File: src/rtl/delay_scheduler_if.sv
// ---------------------------------------------------------------------------
// delay_scheduler_if
//
// Purpose:
//   Groups the requester-facing signals of delay_scheduler into a single
//   bundle. The requesters (game-control FSMs) sit on the master side and
//   the scheduler sits on the slave side.
//
// Signals:
//   req        N_REQ         level request per requester
//   dur        N_REQ*WIDTH   delay length, requester i at [i*WIDTH +: WIDTH]
//   grant      N_REQ         one-hot, high while a requester owns the counter
//   done       N_REQ         one-cycle pulse when the owner's delay expires
//   busy       1             scheduler is not idle
//   active_id  IDW           index of the current owner, 0 when idle
//   remaining  WIDTH         current counter value, 0 when idle
//   abort      1             only present when DELAY_SCHED_ABORT_EN is defined;
//                            cancels the delay currently being counted
//
// Modports:
//   master  requester side (drives req/dur/abort)
//   slave   scheduler side (drives grant/done/busy/active_id/remaining)
// ---------------------------------------------------------------------------
interface delay_scheduler_if #(
  parameter int N_REQ = 4,
  parameter int WIDTH = 8,
  parameter int IDW   = 2
);

  logic [N_REQ-1:0]       req;
  logic [N_REQ*WIDTH-1:0] dur;
  logic [N_REQ-1:0]       grant;
  logic [N_REQ-1:0]       done;
  logic                   busy;
  logic [IDW-1:0]         active_id;
  logic [WIDTH-1:0]       remaining;
`ifdef DELAY_SCHED_ABORT_EN
  logic                   abort;
`endif

  modport master (
    output req,
    output dur,
    input  grant,
    input  done,
    input  busy,
    input  active_id,
    input  remaining
`ifdef DELAY_SCHED_ABORT_EN
    ,
    output abort
`endif
  );

  modport slave (
    input  req,
    input  dur,
    output grant,
    output done,
    output busy,
    output active_id,
    output remaining
`ifdef DELAY_SCHED_ABORT_EN
    ,
    input  abort
`endif
  );

endinterface

File: src/rtl/delay_scheduler.sv
// ---------------------------------------------------------------------------
// delay_scheduler
//
// Purpose:
//   Shares one timed-delay counter among N_REQ requesters (game-phase
//   timers, LED/display hold timers, ...). A requester raises its level
//   request together with a delay length. The scheduler grants one requester
//   at a time, using round-robin arbitration, and loads the shared counter
//   with that requester's delay. It counts the delay down to zero and then
//   pulses the owner's done line for one cycle.
//
// Parameters:
//   N_REQ  number of requesters (2..8)
//   WIDTH  delay length / counter width in bits
//   IDW    width of active_id, must be >= clog2(N_REQ)
//
// Ports:
//   clk    system clock, rising edge
//   reset  asynchronous, active-low reset
//   bus    delay_scheduler_if.slave (req, dur, grant, done, busy,
//          active_id, remaining, and optionally abort)
//
// Configuration:
//   DELAY_SCHED_ABORT_EN  when defined, bus.abort cancels a delay that is
//                         being counted. The owner gets no done pulse.
//
// Timing (G = first cycle grant is high, d = sampled delay):
//   grant is high for d+2 cycles and done pulses in cycle G+d+1. There is
//   always at least one idle cycle between two grants.
// ---------------------------------------------------------------------------
module delay_scheduler #(
  parameter int N_REQ = 4,
  parameter int WIDTH = 8,
  parameter int IDW   = 2
) (
  input  logic               clk,
  input  logic               reset,
  delay_scheduler_if.slave   bus
);

  typedef enum logic [1:0] {
    IDLE  = 2'd0,
    COUNT = 2'd1,
    DONE  = 2'd2
  } state_t;

  state_t            state;
  logic [N_REQ-1:0]  grant_q;
  logic [N_REQ-1:0]  done_q;
  logic              busy_q;
  logic [IDW-1:0]    active_id_q;
  logic [WIDTH-1:0]  remaining_q;
  logic [IDW-1:0]    rr_ptr;

  logic              win_found;
  logic [IDW-1:0]    win_id;
  logic [N_REQ-1:0]  win_onehot;
  logic [WIDTH-1:0]  win_dur;
  logic [IDW-1:0]    next_ptr;

  logic              hi_found;
  logic [IDW-1:0]    hi_id;
  logic              lo_found;
  logic [IDW-1:0]    lo_id;

  logic              abort_req;

  // Round-robin pick. The search runs in two passes. The "hi" pass looks only
  // at requesters at or above rr_ptr. The "lo" pass looks at all of them, so
  // it covers the wrap-around case. Both passes scan downward so that the
  // lowest matching index wins. The hi result takes priority, which gives a
  // search that starts at rr_ptr and wraps modulo N_REQ.
  always_comb begin
    hi_found = 1'b0;
    hi_id    = '0;
    lo_found = 1'b0;
    lo_id    = '0;
    for (int i = N_REQ - 1; i >= 0; i--) begin
      if (bus.req[i]) begin
        lo_found = 1'b1;
        lo_id    = IDW'(i);
        if (IDW'(i) >= rr_ptr) begin
          hi_found = 1'b1;
          hi_id    = IDW'(i);
        end
      end
    end
    win_found = hi_found | lo_found;
    win_id    = hi_found ? hi_id : lo_id;
  end

  // Decode the winner into a one-hot grant vector. Also select its delay
  // slice here, so the sequential block only deals with plain vectors.
  always_comb begin
    win_onehot = '0;
    win_dur    = '0;
    for (int i = 0; i < N_REQ; i++) begin
      if (IDW'(i) == win_id) begin
        win_onehot[i] = 1'b1;
        win_dur       = bus.dur[i*WIDTH +: WIDTH];
      end
    end
  end

  // The pointer moves to the slot just past the winner. A requester that is
  // still holding its request after being served therefore goes behind
  // every other pending requester.
  always_comb begin
    next_ptr = '0;
    if (win_id != IDW'(N_REQ - 1)) begin
      next_ptr = win_id + 1'b1;
    end
  end

`ifdef DELAY_SCHED_ABORT_EN
  assign abort_req = bus.abort;
`else
  assign abort_req = 1'b0;
`endif

  // Main scheduler FSM. All outputs are registered here.
  // IDLE:  wait for any request, then latch the winner and its delay.
  // COUNT: decrement until zero. The owner's req/dur are not looked at, so
  //        dropping req or changing dur mid-delay has no effect.
  // DONE:  a single cycle in which done is pulsed while grant is still held.
  // An asynchronous reset drops everything with no done pulse.
  always_ff @(posedge clk or negedge reset) begin
    if (!reset) begin
      state       <= IDLE;
      grant_q     <= '0;
      done_q      <= '0;
      busy_q      <= 1'b0;
      active_id_q <= '0;
      remaining_q <= '0;
      rr_ptr      <= '0;
    end else begin
      case (state)
        IDLE: begin
          done_q <= '0;
          if (win_found) begin
            state       <= COUNT;
            grant_q     <= win_onehot;
            busy_q      <= 1'b1;
            active_id_q <= win_id;
            remaining_q <= win_dur;
            rr_ptr      <= next_ptr;
          end
        end

        COUNT: begin
          if (abort_req) begin
            state       <= IDLE;
            grant_q     <= '0;
            done_q      <= '0;
            busy_q      <= 1'b0;
            active_id_q <= '0;
            remaining_q <= '0;
          end else if (remaining_q == '0) begin
            state  <= DONE;
            done_q <= grant_q;
          end else begin
            remaining_q <= remaining_q - 1'b1;
          end
        end

        DONE: begin
          state       <= IDLE;
          grant_q     <= '0;
          done_q      <= '0;
          busy_q      <= 1'b0;
          active_id_q <= '0;
          remaining_q <= '0;
        end

        default: begin
          state       <= IDLE;
          grant_q     <= '0;
          done_q      <= '0;
          busy_q      <= 1'b0;
          active_id_q <= '0;
          remaining_q <= '0;
        end
      endcase
    end
  end

  assign bus.grant     = grant_q;
  assign bus.done      = done_q;
  assign bus.busy      = busy_q;
  assign bus.active_id = active_id_q;
  assign bus.remaining = remaining_q;

endmodule
File: src/flat_wrapper.sv
// flat-port wrapper written by rule: the top's interface ports become plain ports
module delay_scheduler_flat 
#(
  parameter int N_REQ = 4,
  parameter int WIDTH = 8,
  parameter int IDW   = 2
)
  (clk, reset, bus_req, bus_dur, bus_grant, bus_done, bus_busy, bus_active_id, bus_remaining);
  delay_scheduler_if #(.N_REQ(N_REQ), .WIDTH(WIDTH), .IDW(IDW)) bus_i ();
  input  logic clk;
  input  logic reset;
  input wire logic [$bits(bus_i.req)-1:0] bus_req;
  input wire logic [$bits(bus_i.dur)-1:0] bus_dur;
  output wire logic [$bits(bus_i.grant)-1:0] bus_grant;
  output wire logic [$bits(bus_i.done)-1:0] bus_done;
  output wire logic [$bits(bus_i.busy)-1:0] bus_busy;
  output wire logic [$bits(bus_i.active_id)-1:0] bus_active_id;
  output wire logic [$bits(bus_i.remaining)-1:0] bus_remaining;
  assign bus_i.req = bus_req;
  assign bus_i.dur = bus_dur;
  assign bus_grant = bus_i.grant;
  assign bus_done = bus_i.done;
  assign bus_busy = bus_i.busy;
  assign bus_active_id = bus_i.active_id;
  assign bus_remaining = bus_i.remaining;
  delay_scheduler #(.N_REQ(N_REQ), .WIDTH(WIDTH), .IDW(IDW)) u_core (.clk(clk), .reset(reset), .bus(bus_i));
endmodule
File: config.mk
export PLATFORM = sky130hd
export DESIGN_NAME = delay_scheduler_flat
export DESIGN_NICKNAME = d
export VERILOG_FILES = /design/src/rtl/delay_scheduler_if.sv /design/src/rtl/delay_scheduler.sv /design/src/flat_wrapper.sv
export SDC_FILE = /design/constraint.sdc
export NUM_CORES = 1
export LEC_CHECK = 0
export ABC_AREA = 1
export CAP_MARGIN = 5
export CORE_ASPECT_RATIO = 1.25
export CORE_MARGIN = 10
export CORE_UTILIZATION = 40
export DETAILED_ROUTE_END_ITERATION = 16
export PLACE_DENSITY = 0.75
export SLEW_MARGIN = 25
export SYNTH_ARGS = -nofsm -noshare
export SYNTH_HDL_FRONTEND = slang
export SYNTH_SLANG_ARGS = --single-unit
File: constraint.sdc
create_clock -name clk -period 2.35 [get_ports clk]
set_clock_uncertainty 0.2 [all_clocks]
set_input_delay 0.705 -clock clk [delete_from_list [all_inputs] [get_ports clk]]
set_output_delay 0.705 -clock clk [all_outputs]
set_load 0.02 [all_outputs]
---- Yosys cells after proc, flatten, opt, wreduce, memory -nomap -nowiden ----
Index checks and enable logic that the tools add are counted.
word-level totals
  memory bits (writable) .................. 0
  register bits after elaboration ......... 23
  output and inout port bits .............. 19
  ROM bits ................................ 0
  input port bits ......................... 38
  bits in latches ......................... 0
  word-level logic and storage cells ...... 78
  memories ................................ 0
operators by class
  equality and inequality tests ........... 8
  reduce and logical (&&, ||, !) cells .... 7
  bitwise operators ....................... 2
  multiply operators ...................... 0
  add/sub/neg operators ................... 2
  $lt $le $gt $ge ......................... 4
  multiplexer cells ....................... 48
  shifts and indexed selects .............. 0
  div/mod/pow operators ................... 0
operators with widths
  kind                                                 count
  2-to-1 mux 8 bit                                     6
  2-to-1 mux 2 bit                                     17
  2-to-1 mux 1 bit                                     17
  one-hot mux 8 bit (2 select lines)                   1
  2-to-1 mux 4 bit                                     3
  zero test 8 bit                                      1
  one-hot mux 2 bit (2 select lines)                   2
  one-hot mux 4 bit (2 select lines)                   1
  AND reduction 2 bit                                  4
  subtractor 8 x 1 -> 8 bit, second input constant     1
  equality test 2 bit, first input constant            2
  >= comparator 1 x 2 -> 1 bit, first input constant   2
  >= comparator 2 bit, first input constant            2
  zero test 2 bit                                      2
  != test 2 x 1 -> 1 bit, second input constant        2
  != test 2 bit, second input constant                 2
  adder 2 x 1 -> 2 bit, second input constant          1
  equality test 1 x 2 -> 1 bit, first input constant   1
  equality test 2 x 1 -> 1 bit, second input constant  1
  one-hot mux 1 bit (2 select lines)                   1
  inverter 1 bit                                       1
  bitwise OR 1 bit                                     1

---- Logic depth before layout (Yosys ltp) ----
  depth in word-level cells ............... 17
  mapped depth ............................ 17

---- Least setup slack after synthesis ----
No wires, ideal clock.
  kind .................................... input -> register
  start ................................... input port bus_req[2]
  end ..................................... register u_core.remaining_q[1], in the netlist u_core.bus.remaining[1]
  data required time ...................... 2.027 ns
  path buffers ............................ 1
  arrival time ............................ 2.134 ns
  slack ................................... -0.107 ns
  stages on the path ...................... 14
  cells stage by stage .................... nand2_1 > nand2_1 > a21oi_1 > o211ai_1 > nand2_1 > inv_1 > ha_1 > inv_1 > buf_2 > nand2_1 > o211ai_1 > a21oi_1 > o21ai_0 > nand2_1
between the ends
  cells in the longest elaborated chain, start to end .. 13
  elaborated cells on any way between the ends .. 30
ends and longest elaborated chain
  item                                                         line                    text
  start: declaration                                           flat_wrapper.sv:12      input wire logic [$bits(bus_i.req)-1:0] bus_req;
  2-to-1 mux 2 bit / 2-to-1 mux 1 bit (equally long branches)  delay_scheduler.sv:79   if (bus.req[i]) begin
  2-to-1 mux 2 bit / 2-to-1 mux 1 bit (equally long branches)  delay_scheduler.sv:82   if (IDW'(i) >= rr_ptr) begin
  2-to-1 mux 2 bit / 2-to-1 mux 1 bit (equally long branches)  delay_scheduler.sv:79
  2-to-1 mux 2 bit / 2-to-1 mux 1 bit (equally long branches)  delay_scheduler.sv:82
  2-to-1 mux 2 bit / 2-to-1 mux 1 bit (equally long branches)  delay_scheduler.sv:79
  2-to-1 mux 2 bit                                             delay_scheduler.sv:89   win_id = hi_found ? hi_id : lo_id;
  zero test 2 bit                                              delay_scheduler.sv:98   if (IDW'(i) == win_id) begin
  2-to-1 mux 8 bit (4 in series)                               delay_scheduler.sv:98
  2-to-1 mux 8 bit                                             delay_scheduler.sv:140  if (win_found) begin
  one-hot mux 8 bit (2 select lines)                           delay_scheduler.sv:137  case (state)
  end signal: assignment                                       delay_scheduler.sv:145  remaining_q <= win_dur;
  end signal: assignment                                       delay_scheduler.sv:162  remaining_q <= remaining_q - 1'b1;
  end: declaration                                             delay_scheduler.sv:52   logic [WIDTH-1:0] remaining_q;
Several ways; a longest one is shown, not always the timed one. The select of a mux whose other input is x is not followed.
A chain may end at the register's enable or synchronous reset.

---- Worst setup path in the final report ----
  start ................................... register u_core.rr_ptr[1]
  end ..................................... register u_core.remaining_q[4], in the netlist u_core.bus.remaining[4]
between the ends
  cells in the longest elaborated chain, start to end .. 17
  elaborated cells on any way between the ends .. 34
ends and longest elaborated chain
  item                                                         line                    text
  start: declaration                                           delay_scheduler.sv:53   logic [IDW-1:0] rr_ptr;
  start signal: assignment                                     delay_scheduler.sv:146  rr_ptr <= next_ptr;
  >= comparator 2 bit                                          delay_scheduler.sv:82
  2-to-1 mux 2 bit / 2-to-1 mux 1 bit (equally long branches)  delay_scheduler.sv:82
  2-to-1 mux 2 bit / 2-to-1 mux 1 bit (equally long branches)  delay_scheduler.sv:79
  2-to-1 mux 2 bit / 2-to-1 mux 1 bit (equally long branches)  delay_scheduler.sv:82
  2-to-1 mux 2 bit / 2-to-1 mux 1 bit (equally long branches)  delay_scheduler.sv:79
  2-to-1 mux 2 bit / 2-to-1 mux 1 bit (equally long branches)  delay_scheduler.sv:82
  2-to-1 mux 2 bit / 2-to-1 mux 1 bit (equally long branches)  delay_scheduler.sv:79
  2-to-1 mux 2 bit / 2-to-1 mux 1 bit (equally long branches)  delay_scheduler.sv:82
  2-to-1 mux 2 bit / 2-to-1 mux 1 bit (equally long branches)  delay_scheduler.sv:79
  2-to-1 mux 2 bit                                             delay_scheduler.sv:89
  zero test 2 bit                                              delay_scheduler.sv:98
  2-to-1 mux 8 bit (4 in series)                               delay_scheduler.sv:98
  2-to-1 mux 8 bit                                             delay_scheduler.sv:140
  one-hot mux 8 bit (2 select lines)                           delay_scheduler.sv:137
Several ways; a longest one is shown, not always the timed one. The select of a mux whose other input is x is not followed.

==> key figures <==
Drt
  • Wire per inst: 15.1 um
  • Antenna Nets Post-Route: 0
  • Metal2 WL: 2830 um
  • Vias: 1827
  • Starting DRC count in detailed routing: 102
  • Drt pass-1 iters: 4
  • WL final: 5520 um
  • Drc violations: 0
  • Routed wl met3: 356 um
  • Via density: 4.99
  • Wl on met1: 2150 um
  • Top Layer Used: met4

Synth
  • Net Count, Synth: 269
  • Cell variety after synth: 25
  • Seq/Total Area, Yosys: 36.2%
  • YS warnings: 0
  • Syn_area_per_cell: 7.06 um2
  • Number of synthesized register bits: 23
  • Syn Inst Count: 225
  • Syn Std Cell Area: 1590 um2

STA
  • RSZ-0062 raised after global routing: yes
  • Slack of the critical path: -71.5 ps
  • Setup TNS: -175 ps
  • Highest clock rate: 0.413 GHz
  • Least-Margin Pin Slew: 460 ps
  • Hold Slack: 283 ps
  • Min Tclk post-route: 2420 ps
  • Period Utilization, post-route: 103%
  • Endpoints failing setup: 6
  • Slew Limit Fails: 0
  • Fin. Hold Viols: 0
  • Slew headroom: 69.3%

Critical path
  • Setup crit end kind: flip-flop
  • CP Launch Type: flip-flop
  • R2r worst-path depth: 10
  • Worst Setup Path Type: reg2reg
  • Arr. time, crit path: 2380 ps
  • CP max FO: 5
  • Worst path required time: 2310 ps

Placed design
  • Gpl congestion: 0.889
  • DP Worst Slack: -685 ps
  • IO Port Bufs: 56
  • HPWL Detailed: 3800 um

Clocking
  • CTS sink cnt: 23
  • Reg clk slew, reported paths: 90 ps
  • Root Driver: clkbuf_8
  • Max H-tree Level: 1
  • CTS tree: done
  • Hold_buf cts: 0
  • Max clock buf depth: 2
  • Clk Latency, worst-skew pair: 270 ps
  • Cts bufs inserted: 3

Floorplanning
  • Initial Util: 41.6%
  • Die ar.: 6910 um2
  • I/O pins: 57
  • Core footprint: 3820 um2
  • Die Y: 90.5 um
  • Horiz. Die Dim: 76.4 um
  • Rows: 25

Hold path
  • Worst Hold Path Cells: 2
  • Min-delay worst type: reg2reg

Global routing
  • Initial antenna violation count: 0
  • Global-route wire length before repair: 8700 um
  • Gr usage total: 14.7%
  • Largest net degree at the start of global routing: 24
  • Overflow after GRT: 0
  • Vias in the first global route: 1868

Cells and area
  • Final core occ: 69.6%
  • Final #Nets: 357
  • Share of layout cells above drive strength 1: 26.0%
  • Area grow syn2layout: 67.1%
  • N_diodes: 0

Power and ir drop
  • Peak VDD IR: 208 uV
  • Leak Pwr: 1.23 nW
  • Pwr dens: 331 nW/um2
  • Power, Total: 879 uW

Flow run
  • Max-Cap Viols: 0

Status
  • Outcome: finished with violations
  • Violated checks: setup timing
[per-stage QoR]
step | cells | area, um2
finish | 366 | 2660
global placement | 345 | 2320
detailed placement | 345 | 2320
floorplan | 225 | 1600
global route | 366 | 2660
CTS | 362 | 2560
[cell families after synthesis]
| kind of cell | synth area share, % |
|---|---|
| and+or+nand+nor | 29.8 |
| AOI/OAI and AO/OA | 18.8 |
| buffers and inverters | 9.84 |
| DFF | 36.2 |
| adders and majority gates | 4.72 |
| xor gates and xnor gates | 0.551 |
[Yosys cell counts]
cell type   n  area share [%]
inv_1      24             5.7
o21ai_1     5             1.6
inv_2       3            0.71
o22ai_1     3             1.2
clkinv_1    2            0.47
clkinv_8    1             1.0
nor2_4      1            0.71
xor2_1      1            0.55
nor2_1     14             3.3
nor2_8      2             2.5
o211ai_1    7             3.3
o21bai_1    1            0.47
nor3_1      1            0.31
or2_2       2            0.79
nand3_2     1            0.63
nor2_2      3             1.2
nand2_1    65              15
nand3_1    16             5.0
buf_2       5             1.6
inv_4       1            0.39
ha_1        6             4.7
dfrtp_1    23              36
a21o_1      2            0.94
o21ai_0    20             6.3
a21oi_1    16             5.0
[path summary, 6_finish.rpt]
check                                     endpoint                     from  slack (ps)
min in group asynchronous  u_core.bus.active_id[1]                    reset         580
max in group asynchronous         u_core.rr_ptr[0]                    reset        1120
hold / removal             u_core.bus.active_id[0]  u_core.bus.active_id[0]         280
hold reg to reg            u_core.bus.active_id[0]  u_core.bus.active_id[0]         280
setup / recovery           u_core.bus.remaining[4]         u_core.rr_ptr[1]         -70
setup reg to reg           u_core.bus.remaining[4]         u_core.rr_ptr[1]         -70
[worst max-delay path, cell delays in order (launching register included)]
cell and delay [ps]:
dfrtp_1 450, or2_4 250, o211ai_1 260, nand2_2 210, inv_4 120, ha_4 160, clkinv_2 100, o21ai_0 270
a21oi_2 80, o21ai_1 120, nand2_1 60
[metal layers]
metal,vias to the layer above,GRT usage [%]
li1,905,-
met1,826,16.8
met2,79,25.6
met3,17,2.89
met4,0,6.83
met5,-,0
[repair_timing]
item                       CTS  global route
cloned                       1             1
gates resized for setup     40            27
setup endpoints to repair   12             9
setup buffers               12             3
pin swaps                   13            12
[cell type report]
| class | instances | area (um2) |
|---|---|---|
| clock buffers | 3 | 41.3 |
| repair buffers | 86 | 807 |
| inverters | 31 | 150 |
| multi-input cells | 166 | 993 |
| clock inverters | 1 | 7.51 |
| fillers | 309 | 1160 |
| well taps | 54 | 67.6 |
| repair inverters | 2 | 11.3 |
| flip-flops and latches | 23 | 577 |
[sequential cells by signal (all words and copies together), names as in the netlist]
name                  flops
u_core.bus.remaining      8
u_core.bus.grant          4
u_core.bus.active_id      2
u_core.state              2
u_core.rr_ptr             2
u_core.bus.done           4
u_core.bus.busy           1
[placed cells by master (no fill, tap or decap), types with 2 or more instances in the layout]
cell,n
a21o_1,2
a21oi_1,11
a21oi_2,5
buf_12,2
buf_4,26
buf_6,3
clkbuf_2,2
clkbuf_8,3
clkdlybuf4s50_1,52
clkinv_2,2
dfrtp_1,22
ha_1,2
ha_4,4
inv_1,19
inv_2,5
inv_4,4
nand2_1,62
nand2_4,2
nand3_1,14
nand3_2,3
nor2_1,13
nor2_2,3
nor2_4,2
nor2_8,2
o211ai_1,7
o21ai_0,12
o21ai_1,11
o21ai_2,2
o22ai_1,3
[where the power goes]
part           switching (mW)  leakage (nW)  internal [mW]
Sequential           0.000953         0.269          0.396
Clock                   0.137        0.0217          0.120
Combinational          0.0981         0.942          0.126
(Power assumes the default switching activity.)
